**config.mk**
```make
export PLATFORM = sky130hd
export DESIGN_NAME = key_session_mem_ctrl_flat
export DESIGN_NICKNAME = d
export VERILOG_FILES = /design/src/rtl/key_session_mem_ctrl_if.sv /design/src/rtl/key_session_mem_ctrl.sv /design/src/flat_wrapper.sv
export SDC_FILE = /design/constraint.sdc
export NUM_CORES = 1
export LEC_CHECK = 0
export ABC_CLOCK_PERIOD_IN_PS = 2390
export CAP_MARGIN = 20
export CORE_MARGIN = 2
export CORE_UTILIZATION = 56
export DETAILED_ROUTE_END_ITERATION = 10
export PLACE_DENSITY_LB_ADDON = 0.12
export SYNTH_ARGS = -nofsm -noshare
export SYNTH_HDL_FRONTEND = slang
export SYNTH_SLANG_ARGS = --single-unit
```
**constraint.sdc**
```tcl
create_clock -name Clk -period 2.39 [get_ports Clk]
set_input_delay 0.478 -clock Clk [delete_from_list [all_inputs] [get_ports Clk]]
set_output_delay 0.478 -clock Clk [all_outputs]
set_load 0.03 [all_outputs]
```
**src/rtl/key_session_mem_ctrl_if.sv**
```systemverilog
// Command/memory/transmit bundle for key_session_mem_ctrl.
//   master : command front-end / datapath side; drives InputKey, ValidCmd, RW, TxDone
//            and observes the controller status and strobes.
//   slave  : the controller itself.
// Clock and reset are kept as plain ports on the controller.
interface key_session_mem_ctrl_if;
    logic InputKey;
    logic ValidCmd;
    logic RW;
    logic TxDone;
    logic Active;
    logic Mode;
    logic Busy;
    logic AccessMem;
    logic RWMem;
    logic SampleData;
    logic TxData;
    logic Locked;
    logic CmdDone;
    logic TxErr;

    modport master (
        output InputKey, ValidCmd, RW, TxDone,
        input  Active, Mode, Busy, AccessMem, RWMem, SampleData, TxData,
               Locked, CmdDone, TxErr
    );

    modport slave (
        input  InputKey, ValidCmd, RW, TxDone,
        output Active, Mode, Busy, AccessMem, RWMem, SampleData, TxData,
               Locked, CmdDone, TxErr
    );
endinterface

```
**src/rtl/key_session_mem_ctrl.sv**
```systemverilog
// Key-gated session memory controller.
// A serial key (MSB first, one bit per ValidCmd) opens a session, the next
// strobed bit latches Mode, and each ValidCmd while the session is open runs a
// read or write command of 1 beat (Mode=0) or BURST_LEN beats (Mode=1).
// Wrong keys lead to a timed lock-out; missing TxDone aborts a read with TxErr;
// an idle session closes by itself.
// Ports:
//   Clk   : clock, rising edge
//   Reset : asynchronous, active-high; returns to key entry with all outputs 0
//   bus   : key_session_mem_ctrl_if.slave (command inputs, status/strobe outputs)
// All outputs are registered and decoded from the state being entered.
module key_session_mem_ctrl #(
    parameter int unsigned       KEY_W        = 4,
    parameter logic [KEY_W-1:0]  KEY_VAL      = 4'b1011,
    parameter int unsigned       BURST_LEN    = 4,
    parameter int unsigned       TX_TIMEOUT   = 16,
    parameter int unsigned       MAX_FAIL     = 3,
    parameter int unsigned       LOCK_CYCLES  = 32,
    parameter int unsigned       IDLE_TIMEOUT = 64
) (
    input logic                   Clk,
    input logic                   Reset,
    key_session_mem_ctrl_if.slave bus
);
    localparam int unsigned T_A  = (LOCK_CYCLES > TX_TIMEOUT) ? LOCK_CYCLES : TX_TIMEOUT;
    localparam int unsigned TMAX = (T_A > IDLE_TIMEOUT) ? T_A : IDLE_TIMEOUT;
    localparam int unsigned TW   = $clog2(TMAX + 1);
    localparam int unsigned BCW  = $clog2(KEY_W + 1);
    localparam int unsigned FW   = $clog2(MAX_FAIL + 1);
    localparam int unsigned BW   = $clog2(BURST_LEN + 1);

    typedef enum logic [2:0] {
        S_KEY, S_LOCKED, S_MODE, S_ACTIVE, S_SAMPLE, S_ACCESS, S_TX
    } state_t;

    state_t           state, state_n;
    logic [KEY_W-1:0] key_sr, key_sr_n, key_shift;
    logic [BCW-1:0]   bit_cnt, bit_cnt_n;
    logic [FW-1:0]    fail_cnt, fail_cnt_n;
    logic [TW-1:0]    timer, timer_n;  // lock-out, TX wait and idle share one timer
    logic [BW-1:0]    beat, beat_n;
    logic             rw_lat, rw_n;
    logic             mode_q, mode_n;
    logic             cmd_done_n, tx_err_n, beat_end;
    logic             busy_n;

    // Keep only the newest KEY_W bits of the serial key.
    assign key_shift = KEY_W'({key_sr, bus.InputKey});
    assign busy_n    = (state_n == S_SAMPLE) || (state_n == S_ACCESS) || (state_n == S_TX);
    assign bus.Mode  = mode_q;

    always_comb begin
        state_n    = state;
        key_sr_n   = key_sr;
        bit_cnt_n  = bit_cnt;
        fail_cnt_n = fail_cnt;
        timer_n    = timer;
        beat_n     = beat;
        rw_n       = rw_lat;
        mode_n     = mode_q;
        cmd_done_n = 1'b0;
        tx_err_n   = 1'b0;
        beat_end   = 1'b0;
        case (state)
            S_KEY: begin
                if (bus.ValidCmd) begin
                    key_sr_n = key_shift;
                    if (bit_cnt == BCW'(KEY_W - 1)) begin
                        bit_cnt_n = '0;
                        if (key_shift == KEY_VAL) begin
                            state_n    = S_MODE;
                            fail_cnt_n = '0;
                        end else if (fail_cnt == FW'(MAX_FAIL - 1)) begin
                            state_n    = S_LOCKED;
                            fail_cnt_n = FW'(MAX_FAIL);
                            timer_n    = '0;
                        end else begin
                            fail_cnt_n = fail_cnt + FW'(1);
                        end
                    end else begin
                        bit_cnt_n = bit_cnt + BCW'(1);
                    end
                end
            end
            S_LOCKED: begin
                if (timer == TW'(LOCK_CYCLES - 1)) begin
                    state_n    = S_KEY;
                    fail_cnt_n = '0;
                    timer_n    = '0;
                end else begin
                    timer_n = timer + TW'(1);
                end
            end
            S_MODE: begin
                if (bus.ValidCmd) begin
                    mode_n  = bus.InputKey;
                    state_n = S_ACTIVE;
                    timer_n = '0;
                end
            end
            S_ACTIVE: begin
                if (bus.ValidCmd) begin
                    beat_n  = '0;
                    rw_n    = bus.RW;
                    timer_n = '0;
                    state_n = bus.RW ? S_ACCESS : S_SAMPLE;
                end else if (timer == TW'(IDLE_TIMEOUT - 1)) begin
                    state_n = S_KEY;
                    mode_n  = 1'b0;
                    timer_n = '0;
                end else begin
                    timer_n = timer + TW'(1);
                end
            end
            S_SAMPLE: state_n = S_ACCESS;
            S_ACCESS: begin
                if (rw_lat) begin
                    state_n = S_TX;
                    timer_n = '0;
                end else begin
                    beat_end = 1'b1;
                end
            end
            S_TX: begin
                // TxDone on the last allowed cycle still completes the beat.
                if (bus.TxDone) begin
                    beat_end = 1'b1;
                end else if (timer == TW'(TX_TIMEOUT - 1)) begin
                    state_n  = S_ACTIVE;
                    tx_err_n = 1'b1;
                    timer_n  = '0;
                end else begin
                    timer_n = timer + TW'(1);
                end
            end
            default: state_n = S_KEY;
        endcase

        if (beat_end) begin
            timer_n = '0;
            if (mode_q && (beat != BW'(BURST_LEN - 1))) begin
                beat_n  = beat + BW'(1);
                state_n = rw_lat ? S_ACCESS : S_SAMPLE;
            end else begin
                state_n    = S_ACTIVE;
                cmd_done_n = 1'b1;
            end
        end
    end

    always_ff @(posedge Clk or posedge Reset) begin
        if (Reset) begin
            state          <= S_KEY;
            key_sr         <= '0;
            bit_cnt        <= '0;
            fail_cnt       <= '0;
            timer          <= '0;
            beat           <= '0;
            rw_lat         <= 1'b0;
            mode_q         <= 1'b0;
            bus.Active     <= 1'b0;
            bus.Busy       <= 1'b0;
            bus.AccessMem  <= 1'b0;
            bus.RWMem      <= 1'b0;
            bus.SampleData <= 1'b0;
            bus.TxData     <= 1'b0;
            bus.Locked     <= 1'b0;
            bus.CmdDone    <= 1'b0;
            bus.TxErr      <= 1'b0;
        end else begin
            state          <= state_n;
            key_sr         <= key_sr_n;
            bit_cnt        <= bit_cnt_n;
            fail_cnt       <= fail_cnt_n;
            timer          <= timer_n;
            beat           <= beat_n;
            rw_lat         <= rw_n;
            mode_q         <= mode_n;
            bus.Active     <= (state_n == S_ACTIVE) || busy_n;
            bus.Busy       <= busy_n;
            bus.AccessMem  <= (state_n == S_ACCESS);
            bus.RWMem      <= (state_n == S_ACCESS) && rw_n;
            bus.SampleData <= (state_n == S_SAMPLE);
            bus.TxData     <= (state_n == S_TX);
            bus.Locked     <= (state_n == S_LOCKED);
            bus.CmdDone    <= cmd_done_n;
            bus.TxErr      <= tx_err_n;
        end
    end
endmodule
```
**src/flat_wrapper.sv**
```systemverilog
// flat-port wrapper written by rule: the top's interface ports become plain ports
module key_session_mem_ctrl_flat 
#(
    parameter int unsigned       KEY_W        = 4,
    parameter logic [KEY_W-1:0]  KEY_VAL      = 4'b1011,
    parameter int unsigned       BURST_LEN    = 4,
    parameter int unsigned       TX_TIMEOUT   = 16,
    parameter int unsigned       MAX_FAIL     = 3,
    parameter int unsigned       LOCK_CYCLES  = 32,
    parameter int unsigned       IDLE_TIMEOUT = 64
)
  (Clk, Reset, bus_InputKey, bus_ValidCmd, bus_RW, bus_TxDone, bus_Active, bus_Mode, bus_Busy, bus_AccessMem, bus_RWMem, bus_SampleData, bus_TxData, bus_Locked, bus_CmdDone, bus_TxErr);
  key_session_mem_ctrl_if bus_i ();
  input logic Clk;
  input logic Reset;
  input wire logic [$bits(bus_i.InputKey)-1:0] bus_InputKey;
  input wire logic [$bits(bus_i.ValidCmd)-1:0] bus_ValidCmd;
  input wire logic [$bits(bus_i.RW)-1:0] bus_RW;
  input wire logic [$bits(bus_i.TxDone)-1:0] bus_TxDone;
  output wire logic [$bits(bus_i.Active)-1:0] bus_Active;
  output wire logic [$bits(bus_i.Mode)-1:0] bus_Mode;
  output wire logic [$bits(bus_i.Busy)-1:0] bus_Busy;
  output wire logic [$bits(bus_i.AccessMem)-1:0] bus_AccessMem;
  output wire logic [$bits(bus_i.RWMem)-1:0] bus_RWMem;
  output wire logic [$bits(bus_i.SampleData)-1:0] bus_SampleData;
  output wire logic [$bits(bus_i.TxData)-1:0] bus_TxData;
  output wire logic [$bits(bus_i.Locked)-1:0] bus_Locked;
  output wire logic [$bits(bus_i.CmdDone)-1:0] bus_CmdDone;
  output wire logic [$bits(bus_i.TxErr)-1:0] bus_TxErr;
  assign bus_i.InputKey = bus_InputKey;
  assign bus_i.ValidCmd = bus_ValidCmd;
  assign bus_i.RW = bus_RW;
  assign bus_i.TxDone = bus_TxDone;
  assign bus_Active = bus_i.Active;
  assign bus_Mode = bus_i.Mode;
  assign bus_Busy = bus_i.Busy;
  assign bus_AccessMem = bus_i.AccessMem;
  assign bus_RWMem = bus_i.RWMem;
  assign bus_SampleData = bus_i.SampleData;
  assign bus_TxData = bus_i.TxData;
  assign bus_Locked = bus_i.Locked;
  assign bus_CmdDone = bus_i.CmdDone;
  assign bus_TxErr = bus_i.TxErr;
  key_session_mem_ctrl #(.KEY_W(KEY_W), .KEY_VAL(KEY_VAL), .BURST_LEN(BURST_LEN), .TX_TIMEOUT(TX_TIMEOUT), .MAX_FAIL(MAX_FAIL), .LOCK_CYCLES(LOCK_CYCLES), .IDLE_TIMEOUT(IDLE_TIMEOUT)) u_core (.Clk(Clk), .Reset(Reset), .bus(bus_i));
endmodule
```
# Yosys cells after proc, flatten, opt, wreduce, memory -nomap -nowiden
# Cells that the tools add are included.
# op_classes
n_eq_ne,31
n_reduce_logical,13
n_addsub,4
muxes,54
# ops
cell,count
two-way mux 7 bit,12
two-way mux 3 bit,18
one-hot mux 7 bit (6 select lines),1
one-hot mux 3 bit (7 select lines),1
equality test 3 bit (second input constant),6
!= test 3 x 2 -> 1 bit (second input constant),5
two-way mux 1 bit,14
equality test 3 x 2 -> 1 bit (second input constant),4
two-way mux 2 bit,5
!= test 3 x 1 -> 1 bit (second input constant),3
AND reduction 4 bit,2
AND reduction 8 bit,1
adder 7 x 1 -> 7 bit (second input constant),1
equality test 7 x 4 -> 1 bit (second input constant),1
equality test 7 x 5 -> 1 bit (second input constant),1
equality test 7 x 6 -> 1 bit (second input constant),1
nonzero test 7 bit,1
adder 3 x 1 -> 3 bit (second input constant),2
equality test 3 x 1 -> 1 bit (second input constant),2
!= test 2 x 1 -> 1 bit (second input constant),3
!= test 2 bit (second input constant),3
equality test 4 bit (second input constant),1
one-hot mux 1 bit (2 select lines),2
one-hot mux 2 bit (2 select lines),1
7 further kinds,11
# totals
word_cells,119
out_inout_bits,10
regBits,32
input_bits,6

# Logic depth before layout (Yosys ltp)
# depth
depth_word,11
mapped_depth,8

# Worst setup path before layout
# Ideal clock, no wire load.
# synth_path
kind,register -> register
startpoint,reg u_core.timer[0]
endpoint,reg u_core.bus.RWMem
setup_slack_ns,0.587
setup_time_ns,0.068
stages_incl_launch_ff,8
arrival_time_ns,1.735
path_cell_list,dfrtp_1 -> ha_1 -> and4b_1 -> a311o_1 -> a21oi_2 -> o31ai_2 -> inv_2 -> and4_1
# synth_between
elab_chain_len,7
word_cells_on_any_way,12
# synth_rtl
element,line_no,source
start: declaration,key_session_mem_ctrl.sv:40,"logic [TW-1:0] timer, timer_n;"
start signal: assignment,key_session_mem_ctrl.sv:175,timer <= timer_n;
equality test 7 x 4 -> 1 bit / equality test 7 x 6 -> 1 bit (equally long branches),"key_session_mem_ctrl.sv:128, key_session_mem_ctrl.sv:107",
two-way mux 3 bit (on tied branches),"key_session_mem_ctrl.sv:128, key_session_mem_ctrl.sv:107",
two-way mux 3 bit (on tied branches),"key_session_mem_ctrl.sv:126, key_session_mem_ctrl.sv:102",
one-hot mux 3 bit (7 select lines) *,key_session_mem_ctrl.sv:64,case (state)
two-way mux 3 bit *,key_session_mem_ctrl.sv:139,if (beat_end) begin
named net u_core.state_n[0],key_session_mem_ctrl.sv:36,"state_t state, state_n;"
equality test 3 bit *,key_session_mem_ctrl.sv:182,bus.RWMem <= (state_n == S_ACCESS) && rw_n;
logical AND 1 bit *,key_session_mem_ctrl.sv:182,
end signal: assignment,key_session_mem_ctrl.sv:182,
end: declaration,key_session_mem_ctrl_if.sv:30,"output Active, Mode, Busy, AccessMem, RWMem, SampleData, TxData,"
# The timed path passes the listed nets; every way through them passes the cells marked *.
# A chain may end at the register's enable or synchronous reset.

# Worst setup path after layout
# layout_path
startpoint,reg u_core.state[1]
endpoint,reg u_core.bus.RWMem
# layout_between
word_cells_on_any_way,24
# layout_lines
element,line_no,source
start: declaration,key_session_mem_ctrl.sv:36,
start signal: assignment,key_session_mem_ctrl.sv:171,state <= state_n;
"equality test 3 bit, or another cell as far along",key_session_mem_ctrl.sv:64,
one-hot mux 3 bit (7 select lines) / one-hot mux 1 bit (2 select lines) (equally long branches),key_session_mem_ctrl.sv:64,
two-way mux 3 bit *,key_session_mem_ctrl.sv:139,
named net u_core.state_n[0],key_session_mem_ctrl.sv:36,
equality test 3 bit *,key_session_mem_ctrl.sv:182,
logical AND 1 bit *,key_session_mem_ctrl.sv:182,
# Marked as above.

==> impl_metrics.json <==
{
  "slew_violations": 0,
  "tns_ns": 0,
  "antenna_found_initial": 0,
  "cts_setup_buffers": 0,
  "end_kind": "flop",
  "gr-usage-all-layers_pct": 23.8,
  "syn_nets": 187,
  "drv_cap": 0,
  "fmax_mhz": 480,
  "route.detailed.drc": 0,
  "rsz0062_at_grt": "no",
  "skew_ns": 0.0162,
  "rrSetupSlack_ns": 0.31,
  "path_cells": "inv_1 > a311o_1 > a21oi_2 > o31ai_2 > inv_2 > and4_1",
  "cts_resized": 0,
  "cts-root-buf": "clkbuf_4",
  "status": "finished clean",
  "slowest_stage": "dfrtp_1",
  "max_slew.worst_pin.slew_ns": 0.611,
  "max-vdd-ir-drop_mv": 0.707,
  "numCtsBuffers": 5,
  "clk_latency_ns": 0.35,
  "chipWidth_um": 59.3,
  "crit_path_max_incr_delay_ns": 0.75,
  "stdcell_count": 230,
  "cts-hold-fix-buffers": 0,
  "rows": 20,
  "numPortBuffers": 15,
  "max-slew-margin-rel_pct": 59.2,
  "htreeDepth": 2,
  "ys_ff_latch": 32,
  "reg2reg_from": "u_core.state[1]",
  "rr_endpoint": "u_core.bus.RWMem",
  "synth_cell_types": 48,
  "post-route-min-period_ns": 2.08,
  "syn_inst": 176,
  "ys_seq_area_share_pct": 46.7,
  "antenna_left": 0,
  "wire_per_inst_um": 15.8,
  "routed_wl_um": 3650,
  "arrival_ns": 2.37,
  "grt-ovfl-total": 0,
  "power.leakage_nw": 0.911,
  "initial_core_util_pct": 57.5,
  "fin_crit_sh_pct": 87.2,
  "multi_input_area_um2": 827,
  "core_um2": 2980,
  "max-clock-path-buffers": 2,
  "syn-cell-area_um2": 1710,
  "fill_cells": 251,
  "seqCellArea_um2": 801,
  "gp_congestion": 0.863,
  "cts_tree": "done",
  "setup_violations": 0,
  "path_clk_slew_ns": 0.11,
  "die_area_um2": 3520,
  "reg2reg_depth": 6,
  "crit_type": "flop to flop",
  "ys_warn_count": 0,
  "grt_pass1_wl_um": 6340,
  "cp-startpoint": "u_core.state[1]",
  "die_h_um": 59.3,
  "io_pins": 16,
  "hold_viol": 0,
  "grt_pass1_vias": 1379,
  "nets": 207,
  "dp_hpwl_um": 2560,
  "ys_async_sr_fraction_pct": 100,
  "ys.flop_type": "dfrtp_1",
  "worstHoldPathType": "input port to async pin",
  "cts_sinks": 32,
  "syn2layout_area_growth_pct": 17.0,
  "drive_gt1_share_pct": 11.7,
  "dp.cells": 222,
  "first_pass_iters": 4,
  "vias_per_cell": 6.17,
  "cp_max_fo": 19,
  "antenna_cells": 0,
  "endpoint": "u_core.bus.RWMem",
  "drt_iter0_markers": 68,
  "synth_edf_count": 0,
  "power-per-cell-area_nw_per_um2": 1330,
  "cp-start-kind": "flop",
  "holdWs_ns": 0.498,
  "avgSynthCellArea_um2": 9.73,
  "grt_max_degree": 33,
  "cp.required_ns": 2.67,
  "p_total_mw": 2.67,
  "vias": 1420
}
-- cell families after synthesis --
logic type / Yosys count / synth area share (%)
buf+inv: 21 / 4.97
xor+xnor: 2 / 1.02
mux: 4 / 2.56
compound gates: 46 / 19.2
fa+ha+maj: 5 / 3.65
flops: 32 / 46.7
simple gates: 66 / 21.8
-- power by group --
group | leakage (nW) | switching (mW) | internal, mW
Clock | 0.0515 | 0.195 | 0.278
Sequential | 0.405 | 0.236 | 0.754
Combinational | 0.454 | 0.687 | 0.523
Total | 0.911 | 1.12 | 1.55
-- cells in the final DEF, fill, tap and decap left out, types with 6 or more instances in the layout --
cell / synthesis / layout
dfrtp_1: 32 / 32
nand3_1: 13 / 13
nor2_1: 10 / 10
nand2b_1: 6 / 6
clkdlybuf4s50_1: 0 / 15
nand2_1: 11 / 11
o21ai_0: 8 / 8
inv_1: 12 / 12
nor3_1: 7 / 7
-- worst max-delay path: cells and delay by family, from the launching register on --
kind,cells,cell delay [ns]
flops,1,0.75
compound gates,3,0.75
buf+inv,2,0.35
simple gates,1,0.17
-- synthesized netlist by cell type, drive strengths merged, types with 3 or more instances --
cell type,instances,share of area [%]
a21o,3,1.3
a21oi,6,2.0
a22o,3,1.5
a22oi,3,1.3
a31oi,5,1.8
and2,3,1.2
buf,6,1.7
dfrtp,32,47
ha,5,3.7
inv,14,3.1
mux2,3,2.0
nand2,11,2.4
nand2b,6,2.2
nand3,13,3.8
nand4b,4,2.4
nor2,10,2.2
nor3,8,2.6
o21ai,13,3.8
-- per-stage QoR --
stage | util, % | instance area (um2) | worst slack [ns]
after floorplan | - | 1710 | 0.587
after global placement | 64.1 | 1910 | 0.182
after detailed placement | 64.1 | 1910 | 0.107
after CTS | 67.3 | 2000 | 0.358
after global routing | 67.3 | 2000 | 0.220
final | 67.3 | 2000 | 0.307
-- how the worst min path moves through the flow --
stage	startpoint	slack, ns	endpoint	cells after the start
finish	Reset	0.50	u_core.state[0]	3
global route	u_core.key_sr[2]	0.52	u_core.key_sr[2]	1
floorplan	u_core.key_sr[2]	0.46	u_core.key_sr[2]	1
CTS	u_core.key_sr[2]	0.50	u_core.key_sr[2]	1
detailed placement	u_core.key_sr[2]	0.48	u_core.key_sr[2]	1
global placement	u_core.key_sr[2]	0.48	u_core.key_sr[2]	1
-- registers in the layout, indices dropped and copies added (netlist names) --
register / cells
u_core.bus.Active: 1
u_core.bus.AccessMem: 1
u_core.timer: 7
u_core.bus.TxErr: 1
u_core.bus.CmdDone: 1
u_core.bus.TxData: 1
u_core.bus.Busy: 1
u_core.key_sr: 3
u_core.state: 3
u_core.bus.Locked: 1
u_core.rw_lat: 1
u_core.beat: 3
u_core.fail_cnt: 2
u_core.bus.SampleData: 1
u_core.bit_cnt: 3
u_core.bus.RWMem: 1
u_core.bus.Mode: 1
-- final cells by class --
class / count / share of cell area, %
inverter: 14 / 2.62
clock buffer: 7 / 3.25
clock inverter: 1 / 1.50
sequential: 32 / 40.0
multi-input combinational: 123 / 41.3
tap: 33 / 2.06
timing repair buffer: 20 / 9.36
-- per-layer routing --
metal | vias to the layer above | wire length [um] | global-route usage [%]
li1 | 687 | - | -
met1 | 685 | 1630 | 31.3
met2 | 41 | 1760 | 37.4
met3 | 7 | 198 | 5.02
met4 | 0 | 52 | 11.4
met5 | - | 0 | 0
(Power assumes the default switching activity.)
